$ cat config.mk
export PLATFORM = sky130hd
export DESIGN_NAME = run_ctx_ctrl
export DESIGN_NICKNAME = d
export VERILOG_FILES = /design/src/rtl/run_ctx_ctrl.sv
export SDC_FILE = /design/constraint.sdc
export NUM_CORES = 1
export LEC_CHECK = 0
export BUFFER_PORTS_ARGS = -buffer_cell sky130_fd_sc_hd__buf_2
export CORE_MARGIN = 5
export CORE_UTILIZATION = 30
export DETAILED_ROUTE_END_ITERATION = 8
export GPL_TIMING_DRIVEN = 0
export PLACE_DENSITY_LB_ADDON = 0.15
export SLEW_MARGIN = 20
export SYNTH_ARGS = -nofsm -noshare
export SYNTH_HDL_FRONTEND = slang
export SYNTH_SLANG_ARGS = --single-unit
$ cat constraint.sdc
create_clock -name clk -period 4.9 [get_ports clk]
set_input_delay 0.735 -clock clk [delete_from_list [all_inputs] [get_ports clk]]
set_output_delay 0.735 -clock clk [all_outputs]
set_load 0.01 [all_outputs]
$ cat src/rtl/run_ctx_ctrl.sv
// Run-interruption context controller: Golomb k search, error mapping and context update.
// Define RUN_CTX_FASTK_EN to resolve the k search in a single cycle.
module run_ctx_ctrl #(
  parameter int NRESET = 64,
  parameter int A_INIT = 4
) (
  input  logic       clk,
  input  logic       reset,
  input  logic       start,
  input  logic       clear,
  input  logic       ritype,
  input  logic [7:0] errval,
  output logic       busy,
  output logic       out_valid,
  output logic [3:0] k,
  output logic       map,
  output logic [8:0] emerrval
);

  typedef enum logic [2:0] {IDLE, SEL, KSRCH, MAP, UPD} state_t;

  state_t      r_state;
  logic [12:0] r_a  [2];
  logic [6:0]  r_n  [2];
  logic [6:0]  r_nn [2];
  logic        r_rt;
  logic [7:0]  r_err;
  logic [12:0] r_curA;
  logic [6:0]  r_curN;
  logic [6:0]  r_curNn;
  logic [13:0] r_temp;
  logic [3:0]  r_kSrch;
  logic        r_busy;
  logic        r_outValid;
  logic [3:0]  r_k;
  logic        r_map;
  logic [8:0]  r_emerr;

`ifdef RUN_CTX_FASTK_EN
  logic [3:0] w_kFast;

  // Smallest k whose scaled N reaches TEMP, capped at 15 like the iterative walk.
  always_comb begin
    w_kFast = 4'd15;
    for (int i = 14; i >= 0; i--) begin
      if (!((21'(r_curN) << i) < 21'(r_temp))) w_kFast = 4'(i);
    end
  end
`else
  logic [20:0] w_nShift;
  logic        w_kMore;

  assign w_nShift = 21'(r_curN) << r_kSrch;
  assign w_kMore  = (w_nShift < 21'(r_temp)) && (r_kSrch != 4'd15);
`endif

  logic       w_neg;
  logic       w_pos;
  logic       w_nnLow;
  logic       w_map;
  logic [7:0] w_absErr;
  logic [8:0] w_emerr;

  assign w_neg    = r_err[7];
  assign w_pos    = !r_err[7] && (r_err != 8'd0);
  assign w_nnLow  = {r_curNn, 1'b0} < {1'b0, r_curN};
  assign w_map    = (r_kSrch == 4'd0 && w_pos && w_nnLow) ||
                    (w_neg && !w_nnLow) || (w_neg && r_kSrch != 4'd0);
  assign w_absErr = w_neg ? (8'd0 - r_err) : r_err;
  assign w_emerr  = {w_absErr, 1'b0} - 9'(r_rt) - 9'(w_map);

  logic [6:0]  w_nnUpd;
  logic [9:0]  w_sum;
  logic [8:0]  w_incr;
  logic [12:0] w_aUpd;
  logic        w_halve;
  logic [12:0] w_aNew;
  logic [6:0]  w_nNew;
  logic [6:0]  w_nnNew;

  // Write-back order matters: Nn and A advance before the halving, N increments last.
  assign w_nnUpd = r_curNn + 7'(w_neg);
  assign w_sum   = {1'b0, r_emerr} + 10'd1 - 10'(r_rt);
  assign w_incr  = 9'(w_sum >> 1);
  assign w_aUpd  = r_curA + 13'(w_incr);
  assign w_halve = (r_curN == 7'(NRESET));
  assign w_aNew  = w_halve ? (w_aUpd >> 1) : w_aUpd;
  assign w_nNew  = (w_halve ? (r_curN >> 1) : r_curN) + 7'd1;
  assign w_nnNew = w_halve ? (w_nnUpd >> 1) : w_nnUpd;

  always_ff @(posedge clk) begin
    if (reset) begin
      r_state    <= IDLE;
      r_busy     <= 1'b0;
      r_outValid <= 1'b0;
      r_k        <= 4'd0;
      r_map      <= 1'b0;
      r_emerr    <= 9'd0;
      r_rt       <= 1'b0;
      r_err      <= 8'd0;
      r_curA     <= 13'd0;
      r_curN     <= 7'd0;
      r_curNn    <= 7'd0;
      r_temp     <= 14'd0;
      r_kSrch    <= 4'd0;
      for (int i = 0; i < 2; i++) begin
        r_a[i]  <= 13'(A_INIT);
        r_n[i]  <= 7'd1;
        r_nn[i] <= 7'd0;
      end
    end else begin
      r_outValid <= 1'b0;
      case (r_state)
        IDLE: begin
          if (clear) begin
            for (int i = 0; i < 2; i++) begin
              r_a[i]  <= 13'(A_INIT);
              r_n[i]  <= 7'd1;
              r_nn[i] <= 7'd0;
            end
          end else if (start) begin
            r_rt    <= ritype;
            r_err   <= errval;
            r_busy  <= 1'b1;
            r_state <= SEL;
          end
        end
        SEL: begin
          r_curA  <= r_a[r_rt];
          r_curN  <= r_n[r_rt];
          r_curNn <= r_nn[r_rt];
          r_temp  <= 14'(r_a[r_rt]) + (r_rt ? 14'(r_n[r_rt] >> 1) : 14'd0);
          r_kSrch <= 4'd0;
          r_state <= KSRCH;
        end
        KSRCH: begin
`ifdef RUN_CTX_FASTK_EN
          r_kSrch <= w_kFast;
          r_state <= MAP;
`else
          if (w_kMore) r_kSrch <= r_kSrch + 4'd1;
          else         r_state <= MAP;
`endif
        end
        MAP: begin
          r_k        <= r_kSrch;
          r_map      <= w_map;
          r_emerr    <= w_emerr;
          r_outValid <= 1'b1;
          r_state    <= UPD;
        end
        UPD: begin
          r_a[r_rt]  <= w_aNew;
          r_n[r_rt]  <= w_nNew;
          r_nn[r_rt] <= w_nnNew;
          r_busy     <= 1'b0;
          r_state    <= IDLE;
        end
        default: r_state <= IDLE;
      endcase
    end
  end

  assign busy      = r_busy;
  assign out_valid = r_outValid;
  assign k         = r_k;
  assign map       = r_map;
  assign emerrval  = r_emerr;

endmodule

# Word level (Yosys, flattened, before mapping)
# Memory sizes are Yosys's and may differ from the RTL's. A register that Yosys moved wholly into a read port is not among the register bits.
# Index checks and enable logic that the tools add are counted.
[classes] n_reduce_logical=23 eq_ne=10 addsub=10 n_mux=43 bitwise_logic=7 order_cmp=2 shift=1
[ops] op="$mux 7" n=8
[ops] op="$mux 13" n=4
[ops] op="$mux 1" n=22
[ops] op="$lt 21x14->1" n=1
[ops] op="$shl 7x4->21" n=1
[ops] op="$sub 9x1->9" n=2
[ops] op="$add 13x6->14" n=1
[ops] op="$reduce_or 7->1" n=2
[ops] op="$add 13x9->13" n=1
[ops] op="$reduce_or 13->1" n=1
[ops] op="$pmux 3 s4" n=1
[ops] op="$add 9x1->10 const B" n=1
[ops] op="$sub 10x1->10" n=1
[ops] op="$mux 3" n=3
[ops] op="$reduce_and 3->1" n=3
[ops] op="$lt 8x7->1" n=1
[ops] op="$mux 8" n=1
[ops] op="$ne 2x2->1 const B" n=4
[ops] op="$pmux 4 s2" n=1
[ops] op="$reduce_bool 8->1" n=1
[ops] op="$sub 1x8->8 const A" n=1
[ops] op="$add 7x1->7" n=1
[ops] op="$add 7x1->7 const B" n=1
[ops] op="$eq 7x7->1 const B" n=1
[ops] op="18 further kinds" n=32
[totals] mem_count=3 regBits=66 elab_cells=111 mem_bits_rw=54 in_bits=13
[mem_list] name="r_a" depth=2 word_bits=13 read_ports=1 rd_clocked_by_memory_dff=1 wr=2 line_no="23" text="logic [12:0] r_a [2];"
[mem_list] name="r_n" depth=2 word_bits=7 read_ports=1 rd_clocked_by_memory_dff=1 wr=2 line_no="24" text="logic [6:0] r_n [2];"
[mem_list] name="r_nn" depth=2 word_bits=7 read_ports=1 rd_clocked_by_memory_dff=1 wr=2 line_no="25" text="logic [6:0] r_nn [2];"

# Logic depth before layout (Yosys ltp)
[logic_depth] word_depth=7 depth_mapped=19 ltp_nobuf=18

# Worst setup path before layout
# OpenSTA, ideal clock, no wires.
[synth_path] path_kind="reg2reg" startpoint="register r_rt" endpoint="memory r_a[0][11], data pin" arrival_ns=3.305 t_required_ns=4.621 synth_period_minus_slack_ns=3.584 setup_slack_ns=1.316 path_stages_with_launch=15 setup_time_ns=0.279 cell_sequence="dfxtp_1 > buf_1 > nor2b_1 > ha_1 > a211oi_1 > o21bai_1 > a21oi_1 > xnor2_1 > ha_1 > and3_1 > a221oi_1 > o21a_1 > o211a_1 > and2_1 > a211oi_1"
[synth_lines] element="start, declared" line_no="26" text="logic r_rt;"
[synth_lines] element="start signal, assigned" line_no="122" text="r_rt <= ritype;"
[synth_lines] element="end, declared" line_no="23"

==> reports/qor.csv <==
metric;value;unit
I/O pins;29;
Vias per Instance;5.036;
Rows;59;
Setup Slack @ Placement;0.2855;ns
Synth Instances;881;
top post-synthesis cells by count;nor2_1 (130), dfxtp_1 (74), nand2_1 (71);
drt pass-1 iters;5;
crit share post-route;93.09;%
syn nets;950;
Area growth, synth to finish;15.27;%
CP top delay family;compound AO/OA/AOI/OAI gates;
placed insts;1247;
clock sink total;128;
Root Driver;clkbuf_16;
Total Routed Length;23660;microns
RSZ-0062 raised after global routing;false;
Setup CP Type;reg2reg;
CTS tree;yes;
per-cell routed wire length;18.50;microns
Ant. Diodes;0;
die width;172.1;microns
Crit path buffers/inverters;1;
CP max FO;10;
total track usage;16.20;%
Clock Skew;0.01128;ns
layout cells sized above 1;9.004;%
starting density of the core;30.34;%
outcome;finished, final reports clean;
Slew @ Worst Pin;0.8957;ns
Std-Cell Core Area;25980;sq um
Pins Over Slew Limit;0;
post-route setup TNS;0;ns
gr ovfl total;0;
P_leak;3.347;nW
H-tree levels;4;
asr flop ratio synth;0;%
PwrDens;353.1;nW/um^2
clock slew at reported path FFs;0.06;ns
final setup fails;0;
synthesized flop and latch total;128;
Non-Filler Instances;1279;
Ys Warns;0;
pin count of the biggest net entering global routing;17;
total CTS buffers;17;
Hold WC Path Type;reg2reg;
Crit. End Element;flip-flop;
Mapped Area;7885;sq um
Max-Cap Viols;0;
average size of a mapped cell;8.950;sq um
GPL Wtd Cong;0.8269;
Top FF cell, synth;dfxtp_1;
post-synth top area share;20.56;%
drc violations;0;
fmax;219.2;MHz
critical path arrival;4.71;ns
Slew HR;40.29;%
vias in the first global route;6277;
Yosys top cell by area;edfxtp_1;
# hold bufs at CTS;0;
sequential fraction of the synthesis area;39.35;%
die height;172.1;microns
dpl hpwl;17960;microns
synth unique cells;72;
die area;29630;sq um
Worst setup SP type;flip-flop;
antenna violations before repair;0;
min Tclk post-route;4.561;ns
Setup WS post-layout;0.3387;ns
Max clock buf depth;2;
Crit path largest cell delay;0.76;ns
worst path required time;5.05;ns
input/output buffers;27;
Via Count;6441;
DRT iter0 DRCs;391;
worst path cell trace;clkdlybuf4s15_1, nor2b_1, ha_1, a211oi_1, o21bai_1, a21oi_1, xnor2_1, ha_1, and3_1, a221oi_1, o21a_1, o211a_1, and2_1, a211oi_1;
CP max stage cell;clkdlybuf4s15_1;
Hold Fails Final Rpt;0;
Worst-Skew Late Latency;0.42;ns
top cells by area, synth;edfxtp_1 (21%), dfxtp_1 (19%), ha_1 (8.6%), mux2i_1 (6.7%), nor2_1 (6.2%);
count leader, synth;nor2_1;
Antenna Nets Post-Route;0;
first-pass GRT wire length;36360;microns
Post-synth EDFFs;54;
Final nets;1000;
peak supply drop;0.1642;mV
==> final cells by class <==
type                    instances  area (sq um)
multi-input cells             647          4400
repair buffers                 31         191.4
flip-flops and latches        128          3103
clock buffers                  20         446.7
plain buffers                  57         231.5
fillers                      2718         16900
clock inverters                12         112.6
inverters                      49         183.9
well taps                     335         419.2
==> layout by cell type, fill, tap and decap left out, types with 8 or more instances in the layout <==
master	count
nand3_1	14
o211ai_1	11
clkbuf_16	17
o21ai_0	17
nor2_1	130
xnor2_1	27
xor2_1	12
a21oi_1	41
edfxtp_1	54
clkbuf_1	49
inv_1	47
and2_1	8
mux2i_1	53
ha_1	54
nand2_1	71
nand4_1	8
dfxtp_1	74
a211oi_1	31
nor3_1	25
o21ai_1	14
buf_2	30
nor2b_1	13
mux2_2	8
==> logic make-up (layout without fill, tap and decap cells) <==
| logic type | after synthesis | after routing | synth area share [%] |
|---|---|---|---|
| flops | 128 | 128 | 39.35 |
| mux | 62 | 62 | 8.013 |
| xor+xnor | 39 | 39 | 4.332 |
| compound gates | 174 | 174 | 15.15 |
| buf+inv | 106 | 169 | 5.189 |
| fa+ha+maj | 56 | 56 | 9.077 |
| simple gates | 316 | 316 | 18.88 |
==> metrics by stage <==
step | instance area (sq um) | total power [W] | hold WS (ns) | util [%]
2_1_floorplan | 7885 | 0.001769 | 0.4311 | -
3_3_place_gp | 8439 | 0.001992 | 0.4439 | 32.48
3_5_place_dp | 8523 | 0.001998 | 0.4476 | 32.80
4_1_cts | 9082 | 0.003236 | 0.4577 | 34.95
5_1_grt | 9089 | 0.003366 | 0.4890 | 34.98
6_report | 9089 | 0.003209 | 0.4553 | 34.98
==> worst min-delay path, stage by stage, from the launching register on <==
cell	delay [ns]
dfxtp_1	0.31
nand2_1	0.05
a21oi_1	0.05
==> sequential cells by signal (all words and copies together), names as in the netlist, named ones only <==
register	count
emerrval	9
map	1
r_state	3
busy	1
r_err	8
k	4
out_valid	1
r_curN	7
r_n	14
r_rt	1
r_nn	14
r_kSrch	4
r_temp	14
r_a	26
r_curA	13
r_curNn	7
==> path summary, 6_finish.rpt <==
path | from | slack [ns] | depth (start not counted) | to
hold reg to reg | k[0] | 0.46 | 2 | k[0]
hold / removal | k[0] | 0.46 | 2 | k[0]
setup / recovery | r_rt | 0.34 | 14 | r_a[0][11]
setup reg to reg | r_rt | 0.34 | 14 | r_a[0][11]
==> per-layer routing <==
metal,vias up,routed length [microns],GRT usage (%)
met3,24,996,3.932
met1,3045,11690,22.54
met2,119,10590,25.00
met5,-,0,0
met4,0,380,4.853
li1,3253,-,-
==> what timing repair did <==
item,4_1_cts,5_1_grt
endpoints found under the setup margin,0,2
endpoints found under the hold margin,0,0
resized for setup,0,1
buffers inserted,0,0
==> where the power goes <==
group	internal, W	switching, W
Clock	0.000713	0.000519
Combinational	0.000272	0.000467
Sequential	0.00119	0.0000468
Total	0.00218	0.00103
Note: power is estimated with default switching activity, not from simulation.
